**config.mk**
```make
export PLATFORM = sky130hd
export DESIGN_NAME = serial_pattern_detector
export DESIGN_NICKNAME = d
export VERILOG_FILES = /design/src/rtl/pattern_det_pkg.sv /design/src/rtl/serial_pattern_detector.sv
export SDC_FILE = /design/constraint.sdc
export NUM_CORES = 1
export LEC_CHECK = 0
export CAP_MARGIN = 10
export CORE_MARGIN = 2
export CORE_UTILIZATION = 40
export CTS_BUF_LIST = sky130_fd_sc_hd__clkbuf_2 sky130_fd_sc_hd__clkbuf_4 sky130_fd_sc_hd__clkbuf_8
export DETAILED_ROUTE_END_ITERATION = 7
export DONT_BUFFER_PORTS = 1
export GPL_TIMING_DRIVEN = 0
export PLACE_DENSITY = 0.61
export SYNTH_ARGS = -nofsm -noshare
export SYNTH_HDL_FRONTEND = slang
export SYNTH_SLANG_ARGS = --single-unit
```
**constraint.sdc**
```tcl
create_clock -name clk -period 2.6 [get_ports clk]
set_input_delay 0.13 -clock clk [delete_from_list [all_inputs] [get_ports clk]]
set_output_delay 0.13 -clock clk [all_outputs]
set_load 0.01 [all_outputs]
```
**src/rtl/pattern_det_pkg.sv**
```systemverilog
// Shared constants and elaboration-time helpers for the serial pattern detector:
// state-width clog2 and the KMP next-state table builder.
package pattern_det_pkg;

  localparam int DEF_PAT_W = 4;
  localparam logic [7:0] DEF_PATTERN = 8'b0000_1011;
  localparam int MAX_PAT_W = 8;
  localparam int ENT_W = 4;
  localparam int TBL_W = 2 * MAX_PAT_W * ENT_W;

  function automatic int clog2(input int val);
    int r;
    r = 0;
    while ((1 << r) < val) r++;
    return r;
  endfunction

  // Pattern character i, counted from the first-received (MSB) bit.
  function automatic logic pat_bit(input logic [7:0] pat, input int pat_w, input int i);
    logic [7:0] sh;
    sh = pat >> (pat_w - 1 - i);
    return sh[0];
  endfunction

  // Longest suffix of (first st pattern bits, then b) that is a prefix of the pattern.
  function automatic int kmp_len(input logic [7:0] pat, input int pat_w, input int st, input logic b);
    int   best;
    int   j;
    logic ok;
    logic c;
    best = 0;
    for (int k = 1; k <= st + 1; k++) begin
      if (k <= pat_w) begin
        ok = 1'b1;
        for (int m = 0; m < k; m++) begin
          j = st + 1 - k + m;
          c = (j == st) ? b : pat_bit(pat, pat_w, j);
          if (c != pat_bit(pat, pat_w, m)) ok = 1'b0;
        end
        if (ok) best = k;
      end
    end
    return best;
  endfunction

  // Entry (2*state + bit) holds the next matched length; PAT_W means a full match.
  function automatic logic [TBL_W-1:0] build_next_tbl(input logic [7:0] pat, input int pat_w);
    logic [TBL_W-1:0] t;
    t = '0;
    for (int s = 0; s < pat_w; s++) begin
      for (int b = 0; b < 2; b++) begin
        t = t | (TBL_W'(kmp_len(pat, pat_w, s, 1'(b))) << ((2 * s + b) * ENT_W));
      end
    end
    return t;
  endfunction

  // Longest proper suffix of the whole pattern that is also a prefix.
  function automatic int overlap_len(input logic [7:0] pat, input int pat_w);
    int   best;
    logic ok;
    best = 0;
    for (int k = 1; k < pat_w; k++) begin
      ok = 1'b1;
      for (int m = 0; m < k; m++) begin
        if (pat_bit(pat, pat_w, pat_w - k + m) != pat_bit(pat, pat_w, m)) ok = 1'b0;
      end
      if (ok) best = k;
    end
    return best;
  endfunction

endpackage

```
**src/rtl/serial_pattern_detector.sv**
```systemverilog
// Serial MSB-first pattern detector with one-cycle detect pulse and saturating match counter.
// Define OVERLAP_DETECT_EN to resume from the pattern's self-overlap after a match.
//
// state | meaning
// 0     | no pattern bits matched
// k     | first k pattern bits matched (1..PAT_W-1)
module serial_pattern_detector
  import pattern_det_pkg::*;
#(
  parameter int               PAT_W   = DEF_PAT_W,
  parameter logic [PAT_W-1:0] PATTERN = DEF_PATTERN[PAT_W-1:0],
  parameter int               CNT_W   = 8
) (
  input  logic                       clk,
  input  logic                       rst,
  input  logic                       din_valid,
  input  logic                       din,
  output logic                       detect,
  output logic [CNT_W-1:0]           match_cnt,
  output logic [clog2(PAT_W+1)-1:0]  state_o
);

  localparam int SW = clog2(PAT_W + 1);
  localparam logic [TBL_W-1:0] NEXT_TBL = build_next_tbl(8'(PATTERN), PAT_W);
`ifdef OVERLAP_DETECT_EN
  localparam int POST_MATCH = overlap_len(8'(PATTERN), PAT_W);
`else
  localparam int POST_MATCH = 0;
`endif

  logic [SW-1:0]    r_state;
  logic             r_detect;
  logic [CNT_W-1:0] r_cnt;

  logic [SW-1:0]    w_state_nxt;
  logic             w_match;
  logic [CNT_W-1:0] w_cnt_nxt;
  logic [ENT_W-1:0] w_adv;

  always_comb begin
    w_state_nxt = r_state;
    w_match     = 1'b0;
    w_cnt_nxt   = r_cnt;
    w_adv       = ENT_W'(NEXT_TBL >> (int'({r_state, din}) * ENT_W));
    if (din_valid) begin
      if (w_adv == ENT_W'(PAT_W)) begin
        w_match     = 1'b1;
        w_state_nxt = SW'(POST_MATCH);
        if (r_cnt != {CNT_W{1'b1}}) w_cnt_nxt = r_cnt + 1'b1;
      end else begin
        w_state_nxt = SW'(w_adv);
      end
    end
  end

  always_ff @(posedge clk) begin
    if (rst) begin
      r_state  <= '0;
      r_detect <= 1'b0;
      r_cnt    <= '0;
    end else begin
      r_state  <= w_state_nxt;
      r_detect <= w_match;
      r_cnt    <= w_cnt_nxt;
    end
  end

  assign detect    = r_detect;
  assign match_cnt = r_cnt;
  assign state_o   = r_state;

endmodule

```
==> reports/metrics.yaml, run 1 <==
globalplace.congestion: 0.775
min_path_type: "primary input to flip-flop"
placement_rows: 15
io_pins: 16
via_count_of_the_first_global_routing_pass: 491
power-per-cell-area_nw_per_um2: 477
regToRegEndpoint: "match_cnt[0]"
synth_fa_ha_area_share_pct: 7.21
grt_pass1_wl_microns: 2130
ff_to_ff_start: "state_o[0]"
regToRegSetupSlack_ns: 0.59
drcViolationCount: 0
timing.final.crit_share_pct: 77.3
async_flop_share_pct: 0
rsz0062_at_grt: "no"
period_minus_slack_ns: 2.01
post-cts-setup-buffers: 0
critical_path_class: "flip-flop to flip-flop"
result_of_the_run: "complete, no violations"
die_area_sq_um: 2090
rr_worst_depth: 6
final_util_pct: 45.0
avgViaCountPerCell: 5.82
synth_sequential_area_ratio_pct: 34.6
hold_viol_final: 0
antenna_found_initial: 0
antenna_violating_nets_post_route: 0
largest_family_of_logic_cells_by_synthesized_area: "simple AND/OR/NAND/NOR gates"
worst-slew-pin-transition_ns: 0.504
drt_pre_antenna_iters: 4
port_buffers: 0
die_y_microns: 45.7
cp_max_fo: 5
die-width_microns: 45.7
track_usage_pct: 14.7
worst_ep_required_time_ns: 2.77
cts-root-buf: "clkbuf_4"
synth_mux_area_share_pct: 4.50
post_synth_and_or_nand_nor_area_fraction_pct: 28.3
critical_path.startpoint_type: "flip-flop"
clk_pin_slew_worst_paths_ns: 0.07
skew_pair_late_insertion_delay_ns: 0.28
ys_warn_count: 0
synth.avg_cell_area_sq_um: 9.38
worst_ir_drop_vdd_mv: 0.260
synth-edff-count: 0
wl_microns: 1360
critPathCaptureType: "flip-flop"
final_max_slew_viol_count: 0
ys_types: 32
detailed_place_hpwl_microns: 956
vias: 553
clock-skew-final_ns: 0.00592
cts_inserted_buffers: 3
report.final.setup_viol: 0
clock.fmax_mhz: 497
fraction_of_final_layout_cells_sized_beyond_drive_strength_1_pct: 15.4
totalNegativeSetupSlack_ns: 0
synth_compound_gate_area_share_pct: 20.5
cts_htree_levels: 1
power_leakage_nw: 0.301
postSynthCellCount: 74
max-cap-violations: 0
count_of_state_elements_after_synthesis: 12
worst_slew_margin_rel_pct: 66.4
setup.worst_path.start: "state_o[0]"
synth-main-ff-cell: "dfxtp_1"
cts-resized-gates: 0
antenna_cells: 0
ctsLongestPathBuffers: 2
drt_first_iter_violations: 6
core_region_area_sq_um: 1670
grt_overflow: 0
postSynthNetCount: 82
timing.critical_path.to: "match_cnt[0]"
tritoncts: "done"
cts_sinks: 12
synth_xor_area_share_pct: 1.26
cp.arrival_ns: 2.18
ctsHoldBuffers: 0
initial_core_util_pct: 41.6
synth_area_sq_um: 694
wire_per_inst_microns: 14.3
grt_start_max_net_pins: 11
final_net_count: 87
synthToLayoutAreaGrowth_pct: 8.29
==> area by class of cell <==
class / count / area [sq um]
well taps: 17 / 21.3
clock buffers: 4 / 36.3
flip-flops and latches: 12 / 240
inverters: 3 / 11.3
fillers: 175 / 918
multi-input cells: 56 / 429
plain buffers: 3 / 13.8
==> Yosys cell counts, types with 2 or more instances <==
library cell  count  share of area (%)
dfxtp_1          12                 35
nor2_1            9                4.9
a21oi_1           8                5.8
ha_1              4                7.2
nand3_1           4                2.9
inv_1             3                1.6
nand2b_1          3                2.7
nor2b_1           3                2.7
nor3_1            3                2.2
mux2i_1           2                2.9
nand3b_1          2                2.2
==> layout by cell type, fill, tap and decap left out, drive strengths merged, types with 4 or more instances in the layout <==
cell,n
nand3,4
nor3,4
clkbuf,6
ha,4
nor2,9
dfxtp,12
a21oi,8
==> how the worst min path moves through the flow <==
| stage | startpoint | endpoint | slack (ns) | cells past startpoint |
|---|---|---|---|---|
| after floorplan | rst | match_cnt[1] | 0.31 | 2 |
| after global placement | rst | match_cnt[1] | 0.32 | 2 |
| after detailed placement | rst | match_cnt[1] | 0.33 | 2 |
| after CTS | rst | match_cnt[1] | 0.03 | 2 |
| after global routing | rst | match_cnt[1] | 0.03 | 2 |
| final | rst | match_cnt[1] | 0.03 | 2 |
==> layer usage <==
metal	up-vias	GRT usage (%)	routed length (microns)
met5	-	0	0
met2	13	21.1	625
met3	4	6.75	73
li1	278	-	-
met4	0	8.82	40
met1	258	17.8	615
==> metrics by stage <==
stage | std cells | worst slack (ns) | total power, W | cell area, sq um | hold WS [ns]
floorplan | 74 | 0.747 | 0.000208 | 694 | 0.310
global placement | 91 | 0.605 | 0.000211 | 716 | 0.320
detailed placement | 91 | 0.589 | 0.000211 | 716 | 0.332
CTS | 95 | 0.572 | 0.000364 | 752 | 0.0285
global route | 95 | 0.491 | 0.000375 | 752 | 0.0275
finish | 95 | 0.590 | 0.000359 | 752 | 0.0307
==> power breakdown <==
group	switching, W	internal, W	leakage [nW]	total, W
combinational	0.0000108	0.00000782	0.183	0.0000186
sequential	0.00000321	0.000185	0.0968	0.000188
clock	0.0000666	0.0000854	0.0210	0.000152
==> worst max-delay path: stages, from the launching register on <==
cell and delay, ns:
dfxtp_1 0.46, inv_1 0.07, ha_1 0.20, nand3b_1 0.30
or2_4 0.32, a41oi_4 0.20, mux2_1 0.34
==> state kept, by name (all words and copies together) (netlist names) <==
name / flops
match_cnt: 8
state_o: 3
detect: 1
==> kinds of logic after synthesis <==
group           after synthesis
compound gates               16
mux                           3
xor+xnor                      1
simple gates                 32
fa+ha+maj                     4
buf+inv                       6
flops                        12
Power figures use the tool's default switching activity.
==> inputs of run 2 (changes only) <==
PLACE_DENSITY = 0.63   (was 0.61)
clock period = 1.79 ns   (was 2.6 ns; I/O delays follow)
==> run 2 against run 1 <==
Effect of this change:
- register-to-register slack got worse by 0.53 ns
- non-clock buffer count up 4
- wire length down 1.3%
- core utilization up 3.3 points
- sequential share of layout area fell by 1.7 points
- largest cell class unchanged
- global-route usage increased by 0.50 points
- power increased by 37%
==> reports/metrics.yaml, run 2 (synthesis results as in run 1) <==
initial_core_util_pct: 41.6  # unchanged
final_net_count: 91  # was 87
fraction_of_final_layout_cells_sized_beyond_drive_strength_1_pct: 22.0  # was 15.4%
avgViaCountPerCell: 5.69  # was 5.82
cp_max_fo: 5  # unchanged
grt_pass1_wl_microns: 2180  # was 2130 microns
report.final.setup_viol: 0  # unchanged
cts-root-buf: "clkbuf_4"  # unchanged
layout_commonest_cell: "dfxtp_1"  # unchanged
power-per-cell-area_nw_per_um2: 611  # was 477 nW/um^2
clk_pin_slew_worst_paths_ns: 0.07  # about the same
cts_sinks: 12  # unchanged
critical_path.slowest_cell: "dfxtp_4"  # was dfxtp_1
regToRegSetupSlack_ns: 0.06  # was 0.59 ns
drt_pre_antenna_iters: 3  # was 4
drt_first_iter_violations: 5  # was 6
hold_viol_final: 0  # unchanged
drcViolationCount: 0  # unchanged
slowest_delay_ns: 0.38  # was 0.46 ns
critical_path_class: "flip-flop to flip-flop"  # unchanged
power.total_w: 0.000493  # was 0.000359 W
skew_pair_late_insertion_delay_ns: 0.27  # was 0.28 ns
detailed_place_hpwl_microns: 939  # was 956 microns
wire_per_inst_microns: 13.5  # was 14.3 microns
worst_ir_drop_vdd_mv: 0.395  # was 0.260 mV
cp.arrival_ns: 1.89  # was 2.18 ns
cts_inserted_buffers: 3  # unchanged
critical_path.top_delay_family: "simple AND/OR/NAND/NOR gates"  # unchanged
largest_register_ffs: 8  # unchanged
period_minus_slack_ns: 1.73  # was 2.01 ns
cts_htree_levels: 1  # unchanged
antenna_cells: 0  # unchanged
fin_worst_hold_slack_ns: 0.0562  # was 0.0307 ns
max-cap-violations: 0  # unchanged
clock-skew-final_ns: 0.000376  # was 0.00592 ns
io_pins: 16  # unchanged
worst_slew_margin_rel_pct: 67.7  # was 66.4%
power_leakage_nw: 0.346  # was 0.301 nW
placement_rows: 15  # unchanged
wl_microns: 1340  # was 1360 microns
port_buffers: 0  # unchanged
post_layout_nonfiller_instances: 99  # was 95
synthToLayoutAreaGrowth_pct: 16.2  # was 8.29%
die_y_microns: 45.7  # unchanged
place.detailed.instances: 91  # unchanged
critical_path.startpoint_type: "flip-flop"  # unchanged
globalplace.congestion: 0.762  # was 0.775
final_cell_mix: "11 x dfxtp_1, 9 x nor2_1, 8 x a21oi_1"  # was 12 x dfxtp_1, 9 x nor2_1, 8 x a21oi_1
timing.final.crit_share_pct: 96.7  # was 77.3%
layout.filler_cells: 159  # was 175
ctsLongestPathBuffers: 2  # unchanged
die_area_sq_um: 2090  # unchanged
core_region_area_sq_um: 1670  # unchanged
critPathCaptureType: "flip-flop"  # unchanged
tritoncts: "done"  # unchanged
grt_start_max_net_pins: 11  # unchanged
rsz0062_at_grt: "no"  # unchanged
antenna_violating_nets_post_route: 0  # unchanged
final_max_slew_viol_count: 0  # unchanged
via_count_of_the_first_global_routing_pass: 519  # was 491
result_of_the_run: "complete, no violations"  # unchanged
vias: 563  # was 553
min_path_type: "primary input to flip-flop"  # unchanged
die-width_microns: 45.7  # unchanged
clock.fmax_mhz: 578  # was 497 MHz
grt_overflow: 0  # unchanged
antenna_found_initial: 0  # unchanged
worst-slew-pin-transition_ns: 0.485  # was 0.504 ns
track_usage_pct: 15.2  # was 14.7%
critPathBufInv: 1  # unchanged
worst_ep_required_time_ns: 1.95  # was 2.77 ns
crit_chain: "inv_1 -> ha_1 -> nand3b_1 -> or2_4 -> a41oi_4 -> mux2_4"  # was inv_1 -> ha_1 -> nand3b_1 -> or2_4 -> a41oi_4 -> mux2_1
## run 2: path summary, 6_finish.rpt
kind	startpoint	to	cells after the start
max	state_o[0]	match_cnt[0]	6
min	rst	match_cnt[0]	2
max reg2reg	state_o[0]	match_cnt[0]	6
min reg2reg	match_cnt[3]	match_cnt[3]	1
## run 2: per-layer routing
metal | share of wire [%] | GRT usage [%] | up-vias
met3 | 5.4 | 6.35 | 5
met4 | 2.0 | 8.82 | 0
met5 | 0 | 0 | -
li1 | - | - | 288
met1 | 46 | 17.8 | 259
met2 | 46 | 23.1 | 11
## run 2: area by class of cell
cell class / instances / area [sq um] / share of cell area (%)
Inverter: 3 / 11.3 / 1.40
Sequential cell: 12 / 244 / 30.2
Timing Repair Buffer: 4 / 32.5 / 4.03
Clock buffer: 4 / 30.0 / 3.72
Multi-Input combinational cell: 56 / 454 / 56.3
Tap cell: 17 / 21.3 / 2.64
Buffer: 3 / 13.8 / 1.71
## run 2: power breakdown
group	internal [W]	leakage [nW]	switching, W
logic	0.0000165	0.230	0.0000185
registers	0.000268	0.0975	0.00000452
clock network	0.000102	0.0184	0.0000839
## run 2: worst reg2reg max path, stage by stage (launching register included)
cell and delay, ns:
dfxtp_4 0.38, inv_1 0.05, ha_1 0.20, nand3b_1 0.20, or2_4 0.29, a41oi_4 0.20, mux2_4 0.31
## run 2: timing repair
action                                  4_1_cts  5_1_grt
endpoints found under the setup margin        1        4
pin swaps                                     0        1
gates resized for setup                       0        3
endpoints found under the hold margin         1        0
hold buffers                                  1        0
buffers inserted                              2        1
## run 2: stage by stage
stage                     utilization [%]  setup WS, ns  cell area [sq um]  setup TNS [ns]
after detailed placement             43.3        -0.115                723          -0.115
after floorplan                         -       0.00370                702               0
after CTS                            46.6        0.0444                778               0
after global placement               43.3        -0.105                723          -0.105
after global routing                 48.3       0.00180                807               0
final                                48.3        0.0587                807               0
